===== config.mk =====
export PLATFORM = sky130hd
export DESIGN_NAME = debug_step_ctrl
export DESIGN_NICKNAME = d
export VERILOG_FILES = /design/src/rtl/debug_step_pkg.sv /design/src/rtl/step_counter.sv /design/src/rtl/debug_step_ctrl.sv
export SDC_FILE = /design/constraint.sdc
export NUM_CORES = 1
export LEC_CHECK = 0
export BUFFER_PORTS_ARGS = -buffer_cell sky130_fd_sc_hd__buf_2
export CORE_UTILIZATION = 25
export CTS_BUF_LIST = sky130_fd_sc_hd__clkbuf_8
export DETAILED_ROUTE_END_ITERATION = 6
export GPL_ROUTABILITY_DRIVEN = 0
export PLACE_DENSITY_LB_ADDON = 0.1
export SYNTH_ARGS = -nofsm -noshare
export SYNTH_HDL_FRONTEND = slang
export SYNTH_SLANG_ARGS = --single-unit
export TNS_END_PERCENT = 1

===== constraint.sdc =====
create_clock -name clk -period 4 [get_ports clk]
set_clock_uncertainty 0.05 [all_clocks]
set_input_delay 0.4 -clock clk [delete_from_list [all_inputs] [get_ports clk]]
set_output_delay 0.4 -clock clk [all_outputs]
set_load 0.02 [all_outputs]

===== src/rtl/debug_step_pkg.sv =====
// Shared command encodings, FSM state type and command classification for the
// debug single-step controller.
package debug_step_pkg;

   localparam int unsigned BYTE_W = 8;

   typedef logic [BYTE_W-1:0] byte_t;

   localparam byte_t CMD_PULSE = 8'h70;  // "p"
   localparam byte_t CMD_STEP  = 8'h73;  // "s"
   localparam byte_t CMD_CONT  = 8'h63;  // "c"
   localparam byte_t CMD_LEN   = 8'h6E;  // "n"
   localparam byte_t CMD_ABORT = 8'h78;  // "x"

   typedef enum logic [1:0] {
      ST_IDLE     = 2'd0,
      ST_WAIT_ARG = 2'd1,
      ST_STEP     = 2'd2,
      ST_CONT     = 2'd3
   } state_e;

   // A byte the current state would act on; only these can be dropped by a collision.
   function automatic logic cmd_honoured(input state_e st, input byte_t b);
      logic hit;
      hit = 1'b0;
      case (st)
         ST_IDLE:     hit = (b == CMD_PULSE) || (b == CMD_STEP) ||
                            (b == CMD_CONT)  || (b == CMD_LEN);
         ST_WAIT_ARG: hit = 1'b1;
         ST_STEP:     hit = (b == CMD_ABORT) || (b == CMD_STEP) || (b == CMD_PULSE);
         ST_CONT:     hit = (b == CMD_ABORT);
         default:     hit = 1'b0;
      endcase
      return hit;
   endfunction

endpackage


===== src/rtl/step_counter.sv =====
// Loadable down-counter that stops at zero; a tick at count 1 expires and either
// reloads or clears.
module step_counter #(
   parameter int unsigned CNT_W = 8
) (
   input  logic             clk,
   input  logic             rst_n,
   input  logic             load_i,
   input  logic [CNT_W-1:0] load_val_i,
   input  logic             en_i,
   input  logic             reload_i,
   input  logic [CNT_W-1:0] reload_val_i,
   output logic [CNT_W-1:0] count_o,
   output logic             expire_c
);

   localparam logic [CNT_W-1:0] CNT_ONE  = CNT_W'(1);
   localparam logic [CNT_W-1:0] CNT_ZERO = CNT_W'(0);

   logic [CNT_W-1:0] count_q;
   logic [CNT_W-1:0] count_d;

   assign expire_c = en_i && (count_q == CNT_ONE);
   assign count_o  = count_q;

   always_comb begin
      count_d = count_q;
      if (load_i) begin
         count_d = load_val_i;
      end else if (expire_c) begin
         count_d = reload_i ? reload_val_i : CNT_ZERO;
      end else if (en_i && (count_q != CNT_ZERO)) begin
         count_d = count_q - CNT_ONE;
      end
   end

   always_ff @(posedge clk or negedge rst_n) begin
      if (!rst_n) begin
         count_q <= CNT_ZERO;
      end else begin
         count_q <= count_d;
      end
   end

endmodule


===== src/rtl/debug_step_ctrl.sv =====
// Debug single-step controller: decodes UART command bytes into one-cycle
// trigger pulses, with programmable step length, continuous mode and abort.
module debug_step_ctrl
   import debug_step_pkg::*;
#(
   parameter int unsigned CNT_W         = 8,
   parameter int unsigned DEFAULT_STEPS = 4
) (
   input  logic             clk,
   input  logic             rst_n,
   input  logic             rx_valid_i,
   input  logic [7:0]       rx_byte_i,
   input  logic             gb_tick_i,
   input  logic             halt_i,
   output logic             trigger_o,
   output logic             busy_o,
   output logic             cont_mode_o,
   output logic [CNT_W-1:0] count_o,
   output logic             cmd_drop_o
);

   localparam logic [CNT_W-1:0] DEF_LEN  = CNT_W'(DEFAULT_STEPS);
   localparam logic [CNT_W-1:0] CNT_ONE  = CNT_W'(1);
   localparam logic [CNT_W-1:0] CNT_ZERO = CNT_W'(0);

   state_e           state_q,    state_d;
   logic [CNT_W-1:0] step_len_q, step_len_d;
   logic             trigger_q,  trigger_d;
   logic             busy_q,     busy_d;
   logic             cont_q,     cont_d;
   logic             drop_q,     drop_d;

   logic             tick_eff;
   logic             running;
   logic             cnt_load;
   logic [CNT_W-1:0] cnt_load_val;
   logic             cnt_en;
   logic             cnt_reload;
   logic             cnt_expire;
   logic [CNT_W-1:0] count;

   assign tick_eff = gb_tick_i && !halt_i;
   assign running  = (state_q == ST_STEP) || (state_q == ST_CONT);

   // A tick is swallowed by a concurrent byte unless it is the one that expires.
   assign cnt_en     = tick_eff && running && ((count == CNT_ONE) || !rx_valid_i);
   assign cnt_reload = (state_q == ST_CONT);

   step_counter #(
      .CNT_W (CNT_W)
   ) u_step_counter (
      .clk          (clk),
      .rst_n        (rst_n),
      .load_i       (cnt_load),
      .load_val_i   (cnt_load_val),
      .en_i         (cnt_en),
      .reload_i     (cnt_reload),
      .reload_val_i (step_len_q),
      .count_o      (count),
      .expire_c     (cnt_expire)
   );

   always_comb begin
      state_d      = state_q;
      step_len_d   = step_len_q;
      trigger_d    = 1'b0;
      drop_d       = 1'b0;
      cnt_load     = 1'b0;
      cnt_load_val = step_len_q;

      if (cnt_expire) begin
         trigger_d = 1'b1;
         drop_d    = rx_valid_i && cmd_honoured(state_q, rx_byte_i);
         if (state_q == ST_STEP) begin
            state_d = ST_IDLE;
         end
      end else if (rx_valid_i) begin
         case (state_q)
            ST_IDLE: begin
               case (rx_byte_i)
                  CMD_PULSE: trigger_d = 1'b1;
                  CMD_STEP: begin
                     trigger_d = 1'b1;
                     cnt_load  = 1'b1;
                     state_d   = ST_STEP;
                  end
                  CMD_CONT: begin
                     trigger_d = 1'b1;
                     cnt_load  = 1'b1;
                     state_d   = ST_CONT;
                  end
                  CMD_LEN:  state_d = ST_WAIT_ARG;
                  default:  ;
               endcase
            end
            ST_WAIT_ARG: begin
               step_len_d = (rx_byte_i == 8'h00) ? DEF_LEN : CNT_W'(rx_byte_i);
               state_d    = ST_IDLE;
            end
            ST_STEP: begin
               case (rx_byte_i)
                  CMD_ABORT: begin
                     cnt_load     = 1'b1;
                     cnt_load_val = CNT_ZERO;
                     state_d      = ST_IDLE;
                  end
                  CMD_STEP: begin
                     trigger_d = 1'b1;
                     cnt_load  = 1'b1;
                  end
                  CMD_PULSE: trigger_d = 1'b1;
                  default:   ;
               endcase
            end
            ST_CONT: begin
               if (rx_byte_i == CMD_ABORT) begin
                  cnt_load     = 1'b1;
                  cnt_load_val = CNT_ZERO;
                  state_d      = ST_IDLE;
               end
            end
            default: state_d = ST_IDLE;
         endcase
      end

      busy_d = (state_d == ST_STEP) || (state_d == ST_CONT);
      cont_d = (state_d == ST_CONT);
   end

   always_ff @(posedge clk or negedge rst_n) begin
      if (!rst_n) begin
         state_q    <= ST_IDLE;
         step_len_q <= DEF_LEN;
         trigger_q  <= 1'b0;
         busy_q     <= 1'b0;
         cont_q     <= 1'b0;
         drop_q     <= 1'b0;
      end else begin
         state_q    <= state_d;
         step_len_q <= step_len_d;
         trigger_q  <= trigger_d;
         busy_q     <= busy_d;
         cont_q     <= cont_d;
         drop_q     <= drop_d;
      end
   end

   assign trigger_o   = trigger_q;
   assign busy_o      = busy_q;
   assign cont_mode_o = cont_q;
   assign cmd_drop_o  = drop_q;
   assign count_o     = count;

endmodule


---- Yosys cells after proc, flatten, opt, wreduce, memory -nomap -nowiden ----
Index checks and enable logic that the tools add are counted.
word-level totals
  word-level logic and storage cells ...... 75
  output and inout bits ................... 12
  bits in registers ....................... 22
  input port bits ......................... 13
operators by class
  multiplexer cells ....................... 29
  eq/ne operators ......................... 11
  add/subtract/negate cells ............... 1
  reduce and logical (&&, ||, !) cells .... 26
  bitwise operators ....................... 1
operators by type and width
  operator                                                               count
  8-bit 2-to-1 mux                                                       9
  8-bit by 7-bit equality test with 1-bit output, second input constant  5
  2-bit one-hot mux with 3 select lines                                  2
  1-bit 2-to-1 mux                                                       11
  2-bit equality test, second input constant                             4
  8-bit by 1-bit equality test with 1-bit output, second input constant  1
  8-bit zero test                                                        1
  1-bit logical OR                                                       8
  2-bit 2-to-1 mux                                                       4
  8-bit nonzero test                                                     1
  2-bit OR reduction                                                     4
  8-bit by 1-bit subtractor with 8-bit output, second input constant     1
  1-bit logical AND                                                      6
  1-bit one-hot mux with 4 select lines                                  1
  1-bit one-hot mux with 3 select lines                                  1
  3-bit AND reduction                                                    1
  3-bit nonzero test                                                     1
  3-bit OR reduction                                                     1
  2-bit by 1-bit equality test with 1-bit output, second input constant  1
  1-bit zero test                                                        2
  2-bit zero test                                                        1
  1-bit one-hot mux with 2 select lines                                  1
  1-bit NOT                                                              1

---- Depth between registers and ports, before layout ----
Gate-level depths: netlist of run 1.
  depth in word-level cells ............... 8
  gate-level depth with buffers ........... 8
  gate-level depth less buffers ........... 7

---- Cells and area by module ----
Synthesis of run 1 repeated with hierarchy kept, for this count alone.
second synthesis, totals
  cell total of the unflattened synthesis .. 165
  area, all modules ....................... 1597.8 um^2
by module, submodules not included
  module           area an instance (um^2)  seq. area each (um^2)  cells an instance  instances
  debug_step_ctrl  830.8                    351.6                  82                 1
  step_counter     767.0                    200.2                  83                 1

---- Least setup slack after synthesis of run 1 ----
OpenSTA, ideal clock, no wires.
  path type ............................... input -> register
  start ................................... input rx_byte_i[0]
  end ..................................... register u_step_counter.count_q[3] (netlist: u_step_counter.count_o[3])
  data arrival time ....................... 1.869 ns
  path buffers ............................ 0
  path slack .............................. 1.957 ns
  data required time ...................... 3.827 ns
  library setup time ...................... 0.123 ns
  stages on the path ...................... 5
  cells stage by stage .................... or3b_1 or4_4 a31o_4 a211oi_2 nor3_1
between the ends
  cells in the longest elaborated chain, start to end .. 7
  elaborated cells between the ends (all ways) .. 17
  those cells by class .................... 3 x eq/ne; 11 x mux; 3 x reduce/logical
RTL lines
  item                                                                      RTL line                                                               text
  from (decl)                                                               debug_step_ctrl.sv:12                                                  input logic [7:0] rx_byte_i,
  8-bit by 7-bit equality test with 1-bit output, on equally long branches  debug_step_ctrl.sv:80, debug_step_ctrl.sv:101, debug_step_ctrl.sv:116
  2-bit OR reduction (no line)                                              --
  1-bit 2-to-1 mux, on equally long branches                                debug_step_ctrl.sv:101, debug_step_ctrl.sv:80
  1-bit one-hot mux with 3 select lines                                     debug_step_ctrl.sv:78                                                  case (state_q)
  1-bit 2-to-1 mux                                                          debug_step_ctrl.sv:77                                                  end else if (rx_valid_i) begin
  1-bit 2-to-1 mux                                                          debug_step_ctrl.sv:71                                                  if (cnt_expire) begin
  3-bit nonzero test (no line) / 8-bit 2-to-1 mux (equally long branches)   --
  to (signal assigned)                                                      step_counter.sv:41                                                     count_q <= count_d;
  to (decl)                                                                 step_counter.sv:20                                                     logic [CNT_W-1:0] count_q;
Parallel ways exist; a longest one is shown, timed or not.
A chain may end at the register's enable or synchronous reset.

---- Final worst setup path of run 1 ----
  start ................................... register u_step_counter.count_q[6] (netlist: u_step_counter.count_o[6])
  end ..................................... register u_step_counter.count_q[3] (netlist: u_step_counter.count_o[3])
between the ends
  cells in the longest elaborated chain, start to end .. 6
  elaborated cells between the ends (all ways) .. 11
  those cells by class .................... 1 x eq/ne; 4 x mux; 6 x reduce/logical
RTL lines
  item                                                                     RTL line                                   text
  8-bit by 1-bit equality test with 1-bit output                           step_counter.sv:23, debug_step_ctrl.sv:46
  1-bit logical OR                                                         debug_step_ctrl.sv:46                      assign cnt_en = tick_eff && running && ((count == CNT_ONE) || !rx_valid_i);
  1-bit logical AND                                                        debug_step_ctrl.sv:46
  1-bit logical AND                                                        step_counter.sv:23                         assign expire_c = en_i && (count_q == CNT_ONE);
  1-bit 2-to-1 mux, or another cell as far along                           debug_step_ctrl.sv:71
  3-bit nonzero test (no line) / 8-bit 2-to-1 mux (equally long branches)  --
Parallel ways exist; a longest one is shown, timed or not.

==> results.json, run 1 <==
{
  "cp_slowest_stage_delay_ns": 0.60,
  "period_needed_ns": 2.41,
  "portBuffers": 24,
  "synth_area_leaders": "dfrtp_1 39%, mux2_2 6.7%, nor2_1 5.6%",
  "critPathKind": "reg -> reg",
  "via_count": 1190,
  "yosysTopAreaCellShare": 0.389,
  "start_util": 0.263,
  "reg2reg_slack_ns": 1.59,
  "crit_top_cell": "nor3_1",
  "cts_buffers": 3,
  "die_x_um": 75.5,
  "drc": 0,
  "synth_warnings": 0,
  "die_area_sq_um": 5700,
  "p_switching_mw": 0.283,
  "path_cells": "nor4_1, nand4_1, nor3_1, a31o_4, a211oi_2, nor3_1",
  "cts-resized-gates": 0,
  "synthCells": 147,
  "grt_antenna_before_repair": 0,
  "clock_latency_ns": 0.26,
  "nNetsFinal": 189,
  "synth_ff_type": "dfrtp_1",
  "holdCritPathClass": "in -> async",
  "met3_length_um": 176,
  "ant_nets": 0,
  "drive_above_1_share": 0.279,
  "p_sw_frac": 0.396,
  "synth-edff-count": 0,
  "routedWlPerCell_um": 14.3,
  "async_flop_share": 1.00,
  "topRoutingLayerUsed": "met4",
  "clockBufferDepth": 2,
  "power.density_nw_per_um2": 452,
  "vdd_drop_max_mv": 0.105,
  "synth_area_leader_cell": "dfrtp_1",
  "finish.utilization": 0.308,
  "vias_per_cell": 4.92,
  "grt_max_degree": 23,
  "clock-root-buffer": "clkbuf_8",
  "p_seq_frac": 0.441,
  "antenna_cells": 0,
  "setup_tns_ns": 0,
  "path_max_fanout": 14,
  "cp_slowest_cell": "nand4_1",
  "firstDrtPassIters": 4,
  "grt_overflow": 0,
  "status": "complete, no violations",
  "synth_nets": 163,
  "end_kind": "flop",
  "worstSetupStartpointType": "flop",
  "grt_pass1_wl_um": 5890,
  "core-area_sq_um": 5140,
  "maxCapViolations": 0,
  "slew_headroom": 0.548,
  "finalHoldViolations": 0,
  "synth_cell_types": 43,
  "syn_area_sq_um": 1350,
  "combPwrFrac": 0.360,
  "numClockSinks": 22,
  "fmax_ghz": 0.415,
  "required_ns": 4.13,
  "met2_length_um": 1500,
  "pwr-share-clk": 0.199,
  "worst-path-buf-inv": 0,
  "syn_to_final_growth_pct": 17.3,
  "cts_tree": "built",
  "max_slew.worst_pin.slew_ns": 0.676,
  "cts_hold_buf": 0,
  "drtIter0Drc": 128,
  "slew_violations": 0,
  "synth-seq-area-share": 0.409,
  "crit_arrival_ns": 2.54,
  "synth.avg_cell_area_sq_um": 9.18,
  "dp_hpwl_um": 2610,
  "pin_count": 25,
  "row_count": 26,
  "clkTransAtPathRegs_ns": 0.08,
  "fin_total_pwr_mw": 0.715,
  "cts_max_level": 1,
  "path_delay_family": "simple AND/OR/NAND/NOR gates",
  "grt_usage": 0.141,
  "die_h_um": 75.5,
  "grt_pass1_vias": 1168,
  "routed_wl_um": 3450,
  "postCtsSetupBuffers": 0,
  "ys_ff_latch": 22,
  "p_leak_nw": 0.700,
  "intPower_mw": 0.432,
  "met1_length_um": 1720,
  "setup_viol": 0,
  "rsz0062_at_grt": "no",
  "timing.final.crit_share": 0.603
}
## power groups by stage
| stage | logic [mW] | clock network [mW] | registers [mW] |
|---|---|---|---|
| 5_1_grt | 0.290 | 0.160 | 0.324 |
| 2_1_floorplan | 0.151 | 0 | 0.339 |
| 3_5_place_dp | 0.258 | 0 | 0.320 |
| 6_report | 0.258 | 0.142 | 0.315 |
| 4_1_cts | 0.260 | 0.150 | 0.315 |
| 3_3_place_gp | 0.267 | 0 | 0.318 |
## per-layer routing
layer / global-route usage / vias to the layer above
li1: - / 589
met1: 0.204 / 562
met2: 0.212 / 34
met3: 0.0251 / 5
met4: 0.0432 / 0
met5: 0 / -
## state kept, by name, indices dropped and copies added (netlist names)
name,cells
u_step_counter.count_o,8
state_q,2
cmd_drop_o,1
busy_o,1
cont_mode_o,1
step_len_q,8
trigger_o,1
## final cells by class
type                       instances  area, sq um
multi-input combinational        117          761
clock inverter                     1         3.75
fill                             582         3560
tap                               70         87.6
timing repair buffer              24          120
sequential                        22          552
inverter                           5         18.8
clock buffer                       3         41.3
## worst reg2reg max path, stage by stage, from the launching register on
cell and delay [ns]:
dfrtp_1 0.45, nor4_1 0.36, nand4_1 0.60, nor3_1 0.42, a31o_4 0.19, a211oi_2 0.08
nor3_1 0.18
## cell families (layout without fill, tap and decap cells)
logic type,after synthesis,after routing,share of synthesized area
mux,8,8,0.0667
buf+inv,8,33,0.0278
fa+ha+maj,3,3,0.0278
flops,22,22,0.409
compound gates,39,39,0.196
simple gates,66,66,0.266
xor+xnor,1,1,0.00649
## worst paths after layout
kind / start / end / depth (start not counted)
setup / recovery: u_step_counter.count_o[6] / u_step_counter.count_o[3] / 6
hold / removal: rst_n / u_step_counter.count_o[7] / 1
setup reg to reg: u_step_counter.count_o[6] / u_step_counter.count_o[3] / 6
hold reg to reg: step_len_q[2] / step_len_q[2] / 2
max in group asynchronous: rst_n / step_len_q[2] / 1
min in group clk: rx_byte_i[7] / step_len_q[7] / 2
## synth_stat cells, types with 2 or more instances
cell type and count:
ha_1 3, dfrtp_1 21, nor3_1 5, a31o_2 2, nand2_1 11, nand3b_1 3
a31oi_1 6, inv_1 5, a22oi_1 2, a21oi_1 13, nand2b_1 2, clkbuf_1 2
nor2_1 20, nand4_1 2, nor2b_1 4, nand3_1 4, or4_4 2, mux2_2 8
o21ai_0 6, o22ai_1 2, nor4_1 2
## stage by stage
step | hold WS, ns | area [sq um] | setup slack, ns | std cells
floorplan | 0.0544 | 1350 | 1.96 | 147
global placement | 0.368 | 1540 | 1.72 | 238
detailed placement | 0.363 | 1540 | 1.61 | 238
CTS | 0.0706 | 1580 | 1.60 | 242
global route | 0.0929 | 1580 | 1.27 | 242
finish | 0.0516 | 1580 | 1.59 | 242
## cell usage in the layout, fill, tap and decap left out, types with 2 or more instances in the layout
master	n
nand3_1	4
a31o_2	2
nor3_1	5
a22oi_1	2
o22ai_1	2
inv_1	6
nor2b_1	4
nand2_1	11
a31oi_1	6
a21oi_1	13
nor2_1	20
nand2b_1	2
clkbuf_8	3
ha_1	3
mux2_2	8
nor4_1	2
dfrtp_1	21
or4_4	2
o21ai_0	6
nand3b_1	3
buf_2	24
nand4_1	2
No activity file was read; power rests on OpenSTA's default activity.
==> inputs of run 2 (changes only) <==
clock period = 2.55 ns   (was 4 ns; I/O delays follow)
==> results.json, run 2 (synthesis gave the netlist of run 1 again) <==
{
  "path_max_fanout": 8,
  "cts_max_level": 1,
  "setup_tns_ns": 0,
  "topRoutingLayerUsed": "met4",
  "grt_usage": 0.136,
  "status": "complete, no violations",
  "crit_arrival_ns": 2.26,
  "finalHoldViolations": 0,
  "critPathKind": "reg -> reg",
  "p_leak_nw": 0.713,
  "drive_above_1_share": 0.286,
  "holdCritPathClass": "in -> reg",
  "die_x_um": 75.5,
  "period_needed_ns": 2.14,
  "die_area_sq_um": 5700,
  "cts-resized-gates": 0,
  "max_slew.worst_pin.slew_ns": 0.541,
  "p_sw_frac": 0.392,
  "final_common_cell": "buf_2",
  "met2_length_um": 1550,
  "vias_per_cell": 4.94,
  "firstDrtPassIters": 4,
  "portBuffers": 24,
  "cts_buffers": 3,
  "met3_length_um": 176,
  "dp_cells": 240,
  "start_util": 0.263,
  "power.density_nw_per_um2": 705,
  "required_ns": 2.67,
  "clock_latency_ns": 0.26,
  "core-area_sq_um": 5140,
  "worstSetupStartpointType": "flop",
  "syn_to_final_growth_pct": 19.2,
  "cts_hold_buf": 1,
  "layout_common_cells": "24 x buf_2, 21 x dfrtp_1, 20 x nor2_1",
  "pwr-share-clk": 0.195,
  "routedWlPerCell_um": 14.2,
  "postCtsSetupBuffers": 0,
  "whs_ns": 0.223,
  "combPwrFrac": 0.371,
  "routed_wl_um": 3480,
  "grt_overflow": 0,
  "row_count": 26,
  "grt_antenna_before_repair": 0,
  "cts_tree": "built",
  "p_seq_frac": 0.434,
  "timing.final.crit_share": 0.839,
  "drc": 0,
  "instances_no_fill": 245,
  "rsz0062_at_grt": "no",
  "dp_hpwl_um": 2680,
  "clockBufferDepth": 2,
  "intPower_mw": 0.690,
  "maxCapViolations": 0,
  "grt_pass1_vias": 1202,
  "grt_max_degree": 23,
  "setup_viol": 0,
  "antenna_cells": 0,
  "fillers": 576,
  "via_count": 1210,
  "grt_pass1_wl_um": 5840,
  "pin_count": 25,
  "clkTransAtPathRegs_ns": 0.09,
  "vdd_drop_max_mv": 0.220,
  "slew_headroom": 0.640,
  "met1_length_um": 1730,
  "clock-root-buffer": "clkbuf_8",
  "nNetsFinal": 192,
  "die_h_um": 75.5,
  "ant_nets": 0,
  "numClockSinks": 22,
  "fin_total_pwr_mw": 1.14,
  "p_switching_mw": 0.445,
  "end_kind": "flop",
  "slew_violations": 0,
  "fmax_ghz": 0.467,
  "drtIter0Drc": 62
}
-- run 2: changes by cell type in the layout (fill, tap and decap cells not counted) --
cell,previous run,this run
buf_4,0,2
dlygate4sd3_1,0,1
-- run 2: metrics by stage --
step	utilization	setup WS, ns	cell area, sq um
finish	0.313	0.410	1610
detailed placement	0.302	0.400	1550
floorplan	-	0.652	1350
global route	0.313	0.240	1610
global placement	0.302	0.426	1550
CTS	0.313	0.433	1610
-- run 2: path summary, 6_finish.rpt --
| check | from | end | slack [ns] | depth (start not counted) |
|---|---|---|---|---|
| min in group asynchronous | rst_n | u_step_counter.count_o[7] | 0.46 | 2 |
| worst min-delay path | rx_byte_i[5] | step_len_q[5] | 0.22 | 2 |
| worst max register to register | u_step_counter.count_o[4] | u_step_counter.count_o[3] | 0.41 | 6 |
| max in group asynchronous | rst_n | step_len_q[2] | 1.61 | 2 |
| worst min register to register | step_len_q[2] | step_len_q[2] | 0.44 | 2 |
| worst max-delay path | u_step_counter.count_o[4] | u_step_counter.count_o[3] | 0.41 | 6 |
-- run 2: cell type report --
class	instances	area [sq um]	share of cell area
well taps	70	87.6	0.0544
inverters	5	18.8	0.0117
clock buffers	3	41.3	0.0257
repair buffers	27	145	0.0902
flip-flops and latches	22	552	0.343
multi-input cells	117	761	0.473
clock inverters	1	3.75	0.00233
-- run 2: routing by layer --
metal	global-route usage	vias to the layer above
li1	-	596
met2	0.202	38
met4	0.0391	0
met5	0	-
met1	0.204	574
met3	0.0198	2
-- run 2: critical path: stages, from the launching register on --
cell      delay, ns
dfrtp_1        0.46
nor4_1         0.35
nand4_1        0.41
nor3_1         0.33
a31o_4         0.19
a211oi_2       0.07
nor3_1         0.19
-- run 2: power by group through the flow --
stage | combinational, mW | clock (mW) | sequential [mW]
finish | 0.421 | 0.221 | 0.493
global route | 0.476 | 0.243 | 0.506
detailed placement | 0.421 | 0 | 0.500
global placement | 0.434 | 0 | 0.499
floorplan | 0.236 | 0 | 0.531
CTS | 0.424 | 0.233 | 0.493
